<file path="config.mk">
export PLATFORM = sky130hd
export DESIGN_NAME = mining_sequencer
export DESIGN_NICKNAME = d
export VERILOG_FILES = /design/src/rtl/mining_pkg.sv /design/src/rtl/hash_lt_target.sv /design/src/rtl/mining_sequencer.sv
export SDC_FILE = /design/constraint.sdc
export NUM_CORES = 1
export LEC_CHECK = 0
export ABC_AREA = 1
export CAP_MARGIN = 20
export CORE_AREA = 5 5 232 234
export CTS_CLUSTER_DIAMETER = 200
export DETAILED_ROUTE_END_ITERATION = 10
export DIE_AREA = 0 0 237 239
export PLACE_DENSITY = 0.61
export RECOVER_POWER = 100
export SLEW_MARGIN = 10
export SYNTH_ARGS = -nofsm -noshare
export SYNTH_HDL_FRONTEND = slang
export SYNTH_SLANG_ARGS = --single-unit
export TNS_END_PERCENT = 30
</file>
<file path="constraint.sdc">
create_clock -name clock -period 4.2 [get_ports clock]
set_clock_uncertainty 0.05 [all_clocks]
set_input_delay 0.84 -clock clock [delete_from_list [all_inputs] [get_ports clock]]
set_output_delay 0.84 -clock clock [all_outputs]
set_load 0.01 [all_outputs]
</file>
<file path="src/rtl/mining_pkg.sv">
// ---------------------------------------------------------------------------
// mining_pkg
// Shared definitions for the mining control path and the datapath units it
// drives (preprocessing and compression).
//   HASH_W   : width of hashes and difficulty targets.
//   state_t  : 3-bit sequencer state codes; these exact codes appear on the
//              sequencer's state output and are decoded by the datapath.
//   sat_inc32: saturating 32-bit increment used by the attempt counter.
// ---------------------------------------------------------------------------
package mining_pkg;

  localparam int HASH_W = 256;

  typedef enum logic [2:0] {
    ST_IDLE  = 3'd0,
    ST_LOAD  = 3'd1,
    ST_NONCE = 3'd2,
    ST_FETCH = 3'd3,
    ST_SCHED = 3'd4,
    ST_COMP  = 3'd5,
    ST_FINAL = 3'd6,
    ST_CHECK = 3'd7
  } state_t;

  // Counts up but sticks at all-ones instead of wrapping to zero.
  function automatic logic [31:0] sat_inc32(input logic [31:0] value);
    return (value == 32'hFFFF_FFFF) ? value : value + 32'd1;
  endfunction

endpackage

</file>
<file path="src/rtl/hash_lt_target.sv">
// ---------------------------------------------------------------------------
// hash_lt_target
// Purely combinational unsigned magnitude compare of a hash against the
// difficulty target. The sequencer only consults the result in CHECK, which
// is the cycle in which the hash from the datapath is stable.
// Ports:
//   hash   in  W  hash from the compression datapath
//   target in  W  difficulty target
//   lt     out 1  high when hash < target (unsigned)
// ---------------------------------------------------------------------------
module hash_lt_target
  import mining_pkg::*;
#(
  parameter int W = HASH_W
) (
  input  logic [W-1:0] hash,
  input  logic [W-1:0] target,
  output logic         lt
);

  // A full-width unsigned compare; both operands are declared unsigned.
  assign lt = (hash < target);

endmodule

</file>
<file path="src/rtl/mining_sequencer.sv">
// ---------------------------------------------------------------------------
// mining_sequencer
// Control FSM for a proof-of-work mining engine. It accepts a message one
// 512-bit block per cycle, then repeatedly steps the datapath through
// NONCE -> (FETCH, SCHED, COMP) per block -> FINAL -> CHECK until the hash
// beats the target, the attempt limit is hit, or the job is aborted.
// Ports:
//   clock, reset          rising-edge clock, synchronous active-high reset
//   start                 one-cycle pulse that begins a job (IDLE only)
//   abort                 cancels the current job, no done/found pulse
//   load_valid, load_last message block handshake during LOAD
//   max_attempts          attempt limit, 0 = unlimited
//   target, hash          difficulty target and datapath hash result
//   state                 current state code to the datapath units
//   wr_addr               block write address / last-block index
//   stopw                 write inhibit (low only while a block is written)
//   load_ready            high in LOAD
//   busy                  job in progress
//   done, found           one-cycle end-of-job pulses
//   err                   sticky message-memory overflow flag
//   attempts              completed attempts, saturating
// ---------------------------------------------------------------------------
module mining_sequencer
  import mining_pkg::*;
#(
  parameter int DEPTH  = 2000,
  parameter int ADDR_W = 16
) (
  input  logic              clock,
  input  logic              reset,
  input  logic              start,
  input  logic              abort,
  input  logic              load_valid,
  input  logic              load_last,
  input  logic [31:0]       max_attempts,
  input  logic [255:0]      target,
  input  logic [255:0]      hash,
  output logic [2:0]        state,
  output logic [ADDR_W-1:0] wr_addr,
  output logic              stopw,
  output logic              load_ready,
  output logic              busy,
  output logic              done,
  output logic              found,
  output logic              err,
  output logic [31:0]       attempts
);

  localparam logic [ADDR_W-1:0] LAST_ADDR = ADDR_W'(DEPTH - 1);

  state_t              state_q, state_d;
  logic [ADDR_W-1:0]   wr_addr_q, wr_addr_d;
  logic [ADDR_W-1:0]   chunk_q, chunk_d;
  logic [31:0]         attempts_q, attempts_d;
  logic                err_q, err_d;
  logic                done_q, done_d;
  logic                found_q, found_d;
  logic                hash_lt;
  logic [31:0]         attempts_inc;

  // The compare is evaluated every cycle but only acted on in CHECK.
  hash_lt_target #(
    .W(HASH_W)
  ) u_cmp (
    .hash  (hash),
    .target(target),
    .lt    (hash_lt)
  );

  assign attempts_inc = sat_inc32(attempts_q);

  // State and datapath-control registers. Reset wins over every other input,
  // including start and abort, and returns all outputs to their idle values.
  always_ff @(posedge clock) begin
    if (reset) begin
      state_q    <= ST_IDLE;
      wr_addr_q  <= '0;
      chunk_q    <= '0;
      attempts_q <= '0;
      err_q      <= 1'b0;
      done_q     <= 1'b0;
      found_q    <= 1'b0;
    end else begin
      state_q    <= state_d;
      wr_addr_q  <= wr_addr_d;
      chunk_q    <= chunk_d;
      attempts_q <= attempts_d;
      err_q      <= err_d;
      done_q     <= done_d;
      found_q    <= found_d;
    end
  end

  // Next-state logic. Abort is checked first so it overrides every
  // transition; done/found default low so they only ever pulse for a cycle.
  // In LOAD the address holds on the last block so it ends up equal to the
  // index of the final block, which COMP then uses as the chunk limit.
  always_comb begin
    state_d    = state_q;
    wr_addr_d  = wr_addr_q;
    chunk_d    = chunk_q;
    attempts_d = attempts_q;
    err_d      = err_q;
    done_d     = 1'b0;
    found_d    = 1'b0;

    if (abort && (state_q != ST_IDLE)) begin
      state_d = ST_IDLE;
    end else begin
      case (state_q)
        ST_IDLE: begin
          if (start) begin
            state_d    = ST_LOAD;
            wr_addr_d  = '0;
            attempts_d = '0;
            err_d      = 1'b0;
          end
        end
        ST_LOAD: begin
          if (load_valid) begin
            if (load_last) begin
              state_d = ST_NONCE;
            end else if (wr_addr_q == LAST_ADDR) begin
              err_d   = 1'b1;
              done_d  = 1'b1;
              state_d = ST_IDLE;
            end else begin
              wr_addr_d = wr_addr_q + ADDR_W'(1);
            end
          end
        end
        ST_NONCE: begin
          chunk_d = '0;
          state_d = ST_FETCH;
        end
        ST_FETCH: begin
          state_d = ST_SCHED;
        end
        ST_SCHED: begin
          state_d = ST_COMP;
        end
        ST_COMP: begin
          if (chunk_q < wr_addr_q) begin
            chunk_d = chunk_q + ADDR_W'(1);
            state_d = ST_FETCH;
          end else begin
            state_d = ST_FINAL;
          end
        end
        ST_FINAL: begin
          state_d = ST_CHECK;
        end
        ST_CHECK: begin
          attempts_d = attempts_inc;
          if (hash_lt) begin
            found_d = 1'b1;
            done_d  = 1'b1;
            state_d = ST_IDLE;
          end else if ((max_attempts != 32'd0) && (attempts_inc == max_attempts)) begin
            done_d  = 1'b1;
            state_d = ST_IDLE;
          end else begin
            state_d = ST_NONCE;
          end
        end
        default: begin
          state_d = ST_IDLE;
        end
      endcase
    end
  end

  assign state      = state_q;
  assign wr_addr    = wr_addr_q;
  assign load_ready = (state_q == ST_LOAD);
  assign stopw      = ~(load_ready & load_valid);
  assign busy       = (state_q != ST_IDLE);
  assign done       = done_q;
  assign found      = found_q;
  assign err        = err_q;
  assign attempts   = attempts_q;

endmodule

</file>
# ---- Word level (Yosys, flattened, before mapping)
# Index checks and enable logic that the tools add are counted.
# W data, S select, Z words.
dict set report word_totals {
  romBits 0
  output_inout_bits 57
  mem_bits_rw 0
  memories 0
  elab_cells 78
  regBits 70
  latch_bits 0
}
dict set report classes {
  reduce_logical 15
  n_eq_ne 17
  order_cmp 2
  n_shift 0
  multipliers 0
  n_div 0
  mux 30
  n_addsub 3
  bitwise 4
}
# cell n
set op_table {}
lappend op_table {{$lt A256 B256 Y1} 1}
lappend op_table {{$mux W16} 5}
lappend op_table {{$mux W32} 2}
lappend op_table {{$pmux W16 S2} 2}
lappend op_table {{$pmux W32 S2} 1}
lappend op_table {{$add A16 B1 Y16 const B} 2}
lappend op_table {{$add A32 B1 Y32 const B} 1}
lappend op_table {{$eq A32 B32 Y1} 1}
lappend op_table {{$eq A32 B32 Y1 const B} 1}
lappend op_table {{$reduce_bool A32 Y1} 1}
lappend op_table {{$pmux W3 S8} 1}
lappend op_table {{$eq A16 B11 Y1 const B} 1}
lappend op_table {{$lt A16 B16 Y1} 1}
lappend op_table {{$mux W3} 5}
lappend op_table {{$eq A3 B3 Y1 const B} 4}
lappend op_table {{$reduce_and A6 Y1} 2}
lappend op_table {{$mux W1} 10}
lappend op_table {{$ne A2 B2 Y1 const B} 5}
lappend op_table {{$reduce_and A3 Y1} 3}
lappend op_table {{$eq A3 B2 Y1 const B} 2}
lappend op_table {{$reduce_bool A2 Y1} 3}
lappend op_table {{$mux W2} 2}
lappend op_table {{$pmux W1 S2} 2}
lappend op_table {{$eq A3 B1 Y1 const B} 1}
lappend op_table {{9 further kinds} 12}

# ---- Longest topological paths before layout
# Gate-level depths: netlist of the first run.
dict set report depth {
  ltp_word 7
  depth_mapped 22
  depth_no_buf 22
}

# ---- By module
# Synthesis of the first run repeated with hierarchy kept, for this count alone.
dict set report hier_totals {
  cells_unflattened 1963
  hier_area_um2 11962.7
}
# module cells_per_inst n_inst seq_area_each_um2 area_per_inst_um2
set by_module_without_submodules {}
lappend by_module_without_submodules {hash_lt_target 1059 1 0.0 6678.9}
lappend by_module_without_submodules {mining_sequencer 904 1 1401.3 5283.8}

# ---- Least setup slack after synthesis of the first run
# OpenSTA, ideal clock, no wires.
dict set report synth_timing {
  kind {in2reg}
  from {in target[113]}
  to {reg state_q[1], in the netlist state[1]}
  cell_stages 17
  n_path_buf 0
  t_arrival_ns 2.267
  setup_time_ns 0.114
  setup_slack_ns 1.769
  path_cell_list {inv_1 ha_1 nand2_1 inv_1 o21ai_0 a21oi_1 or2_2 nand2_1 nand3_1 a21oi_1 nand2_1 nand2_1 nand2_1 nand3_1 nand2_1 nand2_1 nor2_1}
}
dict set report synth_between {
  elab_chain_cells 3
}
# element line_no
set synth_rtl {}
lappend synth_rtl {{start, declared} mining_sequencer.sv:36} ;# input logic [255:0] target,
lappend synth_rtl {{$lt A256 B256 Y1} hash_lt_target.sv:22} ;# assign lt = (hash < target);
lappend synth_rtl {{$mux W2} mining_sequencer.sv:155} ;# if (hash_lt) begin
lappend synth_rtl {{$pmux W3 S8} mining_sequencer.sv:110} ;# case (state_q)
lappend synth_rtl {{end signal, assigned} mining_sequencer.sv:84} ;# state_q <= state_d;
lappend synth_rtl {{end, declared} mining_sequencer.sv:51} ;# state_t state_q, state_d;
# Every way passes these cells.
# A chain may end at the register's enable or synchronous reset.

# ---- Worst setup path in the final report of the first run
dict set report layout_timing {
  from {in reset}
  to {reg found_q, in the netlist found}
}
dict set report layout_between {
  elab_chain_cells 1
}
# element line_no
set layout_rtl {}
lappend layout_rtl {{start, declared} mining_sequencer.sv:30} ;# input logic reset,
lappend layout_rtl {{$reduce_or A3 Y1 (no line)} n/a}
lappend layout_rtl {{end signal, assigned} mining_sequencer.sv:90} ;# found_q <= found_d;
lappend layout_rtl {{end, declared} mining_sequencer.sv:57} ;# logic found_q, found_d;
# Every way passes these cells.

==> results of run 1 <==
==> how the worst min path moves through the flow <==
stage                     startpoint         end  slack, ps  depth (start not counted)
after CTS                 chunk_q[5]  chunk_q[5]        460                          2
after floorplan           chunk_q[0]  chunk_q[0]        420                          2
after global placement           err         err        420                          2
final                            err         err        450                          2
after global routing             err         err        490                          2
after detailed placement  chunk_q[5]  chunk_q[5]        450                          2
==> cell type report <==
cell class                      instances  area [um^2]
Timing Repair Buffer                  612         6107
Tap cell                              688        860.8
Inverter                              410         1539
Clock inverter                          7        72.57
Sequential cell                        70         1401
Fill cell                            5602        32690
Clock buffer                            9        225.2
Multi-Input combinational cell       1452         8881
Antenna cell                           16        40.04
==> cells by family after synthesis <==
logic type               after synthesis  synth area share (%)
AO/OA/AOI/OAI                        295                 13.04
XOR/XNOR                              26                 1.907
adder cells (fa/ha/maj)              273                 28.61
buffers and inverters                431                 13.72
flip-flops                            70                 11.74
AND/OR/NAND/NOR                      858                 30.99
==> power by group <==
group	total, mW	switching (mW)	internal, mW	leakage (nW)
Combinational	1.30	0.568	0.732	8.71
Clock	0.805	0.344	0.461	0.142
Sequential	0.676	0.00646	0.670	0.564
==> flip-flops by register name (all words and copies together), names as in the netlist <==
name      count
done          1
wr_addr      16
found         1
state         3
err           1
attempts     32
chunk_q      16
==> layout by cell type, fill, tap and decap left out, types with 2 or more instances in the layout <==
cell type and count:
clkdlybuf4s50_1 548, nand2_1 487, inv_1 409, ha_1 273
a21oi_1 205, nor2_1 148, nand3_1 109, dfxtp_1 70
o21ai_0 58, dlygate4sd3_1 58, nor3_1 32, nand4_1 31
xor2_1 18, nor4_1 17, diode_2 16, nand3b_1 11
o211ai_1 9, clkbuf_16 9, xnor2_1 8, a21o_1 6
nor2_2 5, buf_4 5, nand2_4 4, o21bai_1 4
nand2_2 3, nor3b_1 3, a211oi_1 3, nor2_4 2
o31ai_1 2, and3_1 2, o21a_1 2, a31oi_1 2
clkinv_2 2, clkinvlp_4 2
==> worst reg2reg max path: cells and delay by family (launching register included) <==
| family | cells | cell delay, ps |
|---|---|---|
| AND/OR/NAND/NOR | 17 | 2360 |
| flip-flops | 1 | 400 |
| adder cells (fa/ha/maj) | 1 | 360 |
==> stage by stage <==
stage	hold slack [ps]	instance area [um^2]	power, mW	setup slack [ps]
floorplan	417.1	11940	1.224	1769
global placement	419.5	18830	1.976	424.7
detailed placement	452.2	18830	1.999	405.5
CTS	460.0	19120	2.816	782.0
global route	493.1	19120	2.976	320.0
finish	453.6	19130	2.781	529.1
==> per-layer routing <==
| metal | routed length [um] | up-vias |
|---|---|---|
| li1 | - | 7546 |
| met1 | 25230 | 6585 |
| met2 | 28740 | 548 |
| met3 | 4424 | 82 |
| met4 | 1726 | 8 |
| met5 | 60 | - |
==> impl_metrics.toml, run 1 <==
[cts]
cts_setup_buffers = 0
cts_tree = "built"
numCtsBuffers = 9
cts.sinks = 70
clk_pin_slew_worst_paths_ps = 60
clk_path_buf_depth = 2
cts_hold_buffers = 0
ctsResizeCount = 0
htree_levels = 3
clk-insertion-delay-late_ps = 360
root_buffer = "clkbuf_16"

[run]
max_cap_viol_count = 1

[detailed_routing]
antenna_left = 0
drt_iter0_drc = 693
vias_per_cell = 4.525
drt-wirelength-per-cell_um = 18.44
vias = 14769
drcViolationCount = 0
drt-total-wl_um = 60180
first_pass_iters = 5

[synth]
syn_area_per_cell_um2 = 6.113
netlist_area_um2 = 11940
synthDistinctLibCells = 40
synth_edf_count = 0
synth.area.top_cells = "ha_1, nand2_1, inv_1"
yosys_warnings = 0
yosysTopAreaCell = "ha_1"
yosys-top-cells-count = "nand2_1, inv_1, ha_1"
synth-seq-cells = 70
synth-seq-area-share_pct = 11.74
synth_async_sr_flop_share_pct = 0
yosysMostFrequentCell = "nand2_1"
synth_flop_cell = "dfxtp_1"
synth_top_area_share_pct = 28.61
syn_inst = 1953
synth_fp_nets = 2776

[sta]
period_share_pct = 87.40
hold_viol = 0
fin_tns_setup_ps = 0
relSlewSlack_pct = -70.69
fin_crit_ps = 3671
tightestPinTransition_ps = 2560
max_freq_ghz = 0.2724
finalSetupViolCount = 0
drv_slew = 50
rsz0062_at_grt = "false"

[placed_design]
numPortBuffers = 606
dpl.hpwl_um = 53760
placed_cells_incl_taps = 3232
gp_congestion = 0.9661

[global_route]
grt_util_met3_pct = 5.122
grt_max_degree = 55
grt_pass1_wl_um = 87410
first_global_vias = 14760
antenna_found_initial = 22
use_met1_pct = 24.28
grt_overflow = 0
use_met2_pct = 34.81
top_usage_layer = "met2"
track_usage_pct = 20.04

[worst_setup_path]
crit_path_top_delay_cell = "clkbuf_1"
r2r_slack_ps = 930
critPathBufInv = 3
endpoint = "found"
cp_max_fo = 49
crit_chain = "dlygate4sd3_1 -> clkbuf_1 -> nor2_1 -> inv_1 -> nor3_1"
r2r-start = "attempts[1]"
critPathLaunchType = "input port"
crit_cells = 5
r2r_cells = 18
crit_type = "in2reg"
reg2reg_to = "state[1]"
cp-end-kind = "register"
critPathTopFamily = "buffers and inverters"
worstPathArrival_ps = 3870
cp.required_ps = 4400
slowest_delay_ps = 1850
cp-startpoint = "reset"

[floorplanning]
rows = 84
fp.dieW_um = 237
core_area_um2 = 51810
fp.dieH_um = 239
io_pins = 607
start_util_pct = 23.04
die-area_um2 = 56640

[final_layout]
syn_to_final_growth_pct = 60.21
fin_util_pct = 36.91
fin_cells = 3264
num-nets-final = 3378
drive_above_1_share_pct = 1.641

[pwr]
power_per_cell_area_nw_per_um2 = 145.4
p_leak_nw = 9.421
peakVddDrop_mv = 0.1831

[outcome]
status = "complete, but fails checks"
violations = "max-capacitance violations, max-slew violations"

[min_path]
hold_class = "reg2reg"
Note: power is estimated with default switching activity, not from simulation.
==> run 2, diff against run 1 <==
Settings changed: CORE_AREA 5 5 232 234 to 2 2 236 238, DIE_AREA 0 0 237 239 to 0 0 238 240, PLACE_DENSITY 0.61 to 0.58.
==> run 2 against run 1 <==
  * The flow now finishes without violations
  * Combinational power about the same
  * Sequential power about the same
  * First-iteration DRC count up 11%
  * Worst setup slack better by 160 ps
  * Register-to-register slack worse by 180 ps
  * Power up 3.2%
  * Clock power up 13%
  * Global-route usage down 0.95 points
  * Sequential share of layout area about the same
  * Die area up 0.84%
  * Critical path type unchanged
  * Largest power group unchanged
  * Highest routed layer unchanged
==> impl_metrics.toml, run 2 (synthesized netlist as in run 1, its figures left out) <==
[outcome]
status = "complete, no violations"

[placed_design]
gp_congestion = 0.9473
numPortBuffers = 606
dpl.hpwl_um = 49880

[cts]
cts_hold_buffers = 0
htree_levels = 3
clk_pin_slew_worst_paths_ps = 60
cts.sinks = 70
ctsResizeCount = 0
clk-insertion-delay-late_ps = 350
cts_tree = "built"
clk_path_buf_depth = 2
cts_setup_buffers = 0
numCtsBuffers = 9
root_buffer = "clkbuf_16"

[pwr]
peakVddDrop_mv = 0.1873
power_per_cell_area_nw_per_um2 = 149.8
finalPower_mw = 2.871
p_leak_nw = 9.453

[global_route]
grt_max_degree = 55
antenna_found_initial = 18
first_global_vias = 13655
grt_pass1_wl_um = 81660
grt_overflow = 0
track_usage_pct = 19.09

[detailed_routing]
drt-wirelength-per-cell_um = 17.17
first_pass_iters = 5
antenna_left = 0
vias = 14325
vias_per_cell = 4.378
drt-total-wl_um = 56180
drt_iter0_drc = 772
drcViolationCount = 0

[floorplanning]
rows = 86
die-area_um2 = 57120
io_pins = 607
start_util_pct = 21.84
fp.dieW_um = 238
fp.dieH_um = 240
core_area_um2 = 54660

[final_layout]
drive_above_1_share_pct = 1.678
fillers = 5950
syn_to_final_growth_pct = 60.50
final_cell_mix = "clkdlybuf4s50_1, nand2_1, inv_1"
num-nets-final = 3380
final_common_cell = "clkdlybuf4s50_1"
largest_reg_flops = 32

[sta]
fin_crit_ps = 3510
tightestPinTransition_ps = 787.2
max_freq_ghz = 0.2849
hold_viol = 0
period_share_pct = 83.57
fin_tns_setup_ps = 0
rsz0062_at_grt = "false"
hold_ws_ps = 454.2
finalSetupViolCount = 0
relSlewSlack_pct = 47.52
drv_slew = 0

[run]
max_cap_viol_count = 0

[worst_setup_path]
reg2reg_to = "state[1]"
worstPathArrival_ps = 3700
cp_max_fo = 19
cp-end-kind = "register"
r2r-start = "attempts[1]"
cp.required_ps = 4390
crit_type = "in2reg"
r2r_cells = 18
r2r_slack_ps = 750
critPathLaunchType = "input port"
endpoint = "wr_addr[14]"
cp-startpoint = "abort"

[min_path]
hold_class = "reg2reg"
## run 2: worst min path at each step
stage	start	endpoint	slack (ps)	cells past startpoint
3_5_place_dp	chunk_q[4]	chunk_q[4]	450	2
3_3_place_gp	chunk_q[15]	chunk_q[15]	440	2
4_1_cts	chunk_q[4]	chunk_q[4]	460	2
2_1_floorplan	chunk_q[0]	chunk_q[0]	420	2
5_1_grt	chunk_q[5]	chunk_q[5]	490	2
6_report	chunk_q[4]	chunk_q[4]	450	2
## run 2: layout make-up
cell class | count | area (um^2) | share of cell area [%]
Multi-Input combinational cell | 1452 | 8867 | 46.27
Sequential cell | 70 | 1401 | 7.313
Antenna cell | 6 | 15.01 | 0.07835
Inverter | 410 | 1539 | 8.031
Clock buffer | 12 | 266.5 | 1.391
Tap cell | 704 | 880.8 | 4.597
Clock inverter | 4 | 77.57 | 0.4048
Timing Repair Buffer | 614 | 6115 | 31.91
## run 2: critical path, stage by stage
cell and delay (ps):
dlygate4sd3_1 550, nand2_1 490, nand2_1 190, nor2_1 230, nand2_1 140, inv_1 140, nand3_1 140, nor3_1 330
nand4_2 230, nor2_1 180, nand3_1 80, and3_1 150
## run 2: layer usage
layer / share of wire (%) / GRT usage (%)
met1: 42 / 23.27
met2: 45 / 31.93
met3: 9.4 / 6.188
met4: 3.3 / 5.720
met5: 0.22 / 0
## run 2: through the flow
stage / area, um^2 / worst slack (ps) / instances / utilization (%)
2_1_floorplan: 11940 / 1769 / 1953 / -
3_3_place_gp: 18850 / 622.1 / 3250 / 34.48
3_5_place_dp: 18850 / 618.9 / 3250 / 34.48
4_1_cts: 19190 / 998.5 / 3266 / 35.11
5_1_grt: 19160 / 370.0 / 3271 / 35.05
6_report: 19160 / 690.2 / 3272 / 35.06
## run 2: power by group
part	switching (mW)	internal [mW]	leakage, nW
sequential	0.00803	0.670	0.564
clock	0.337	0.572	0.169
combinational	0.557	0.729	8.72
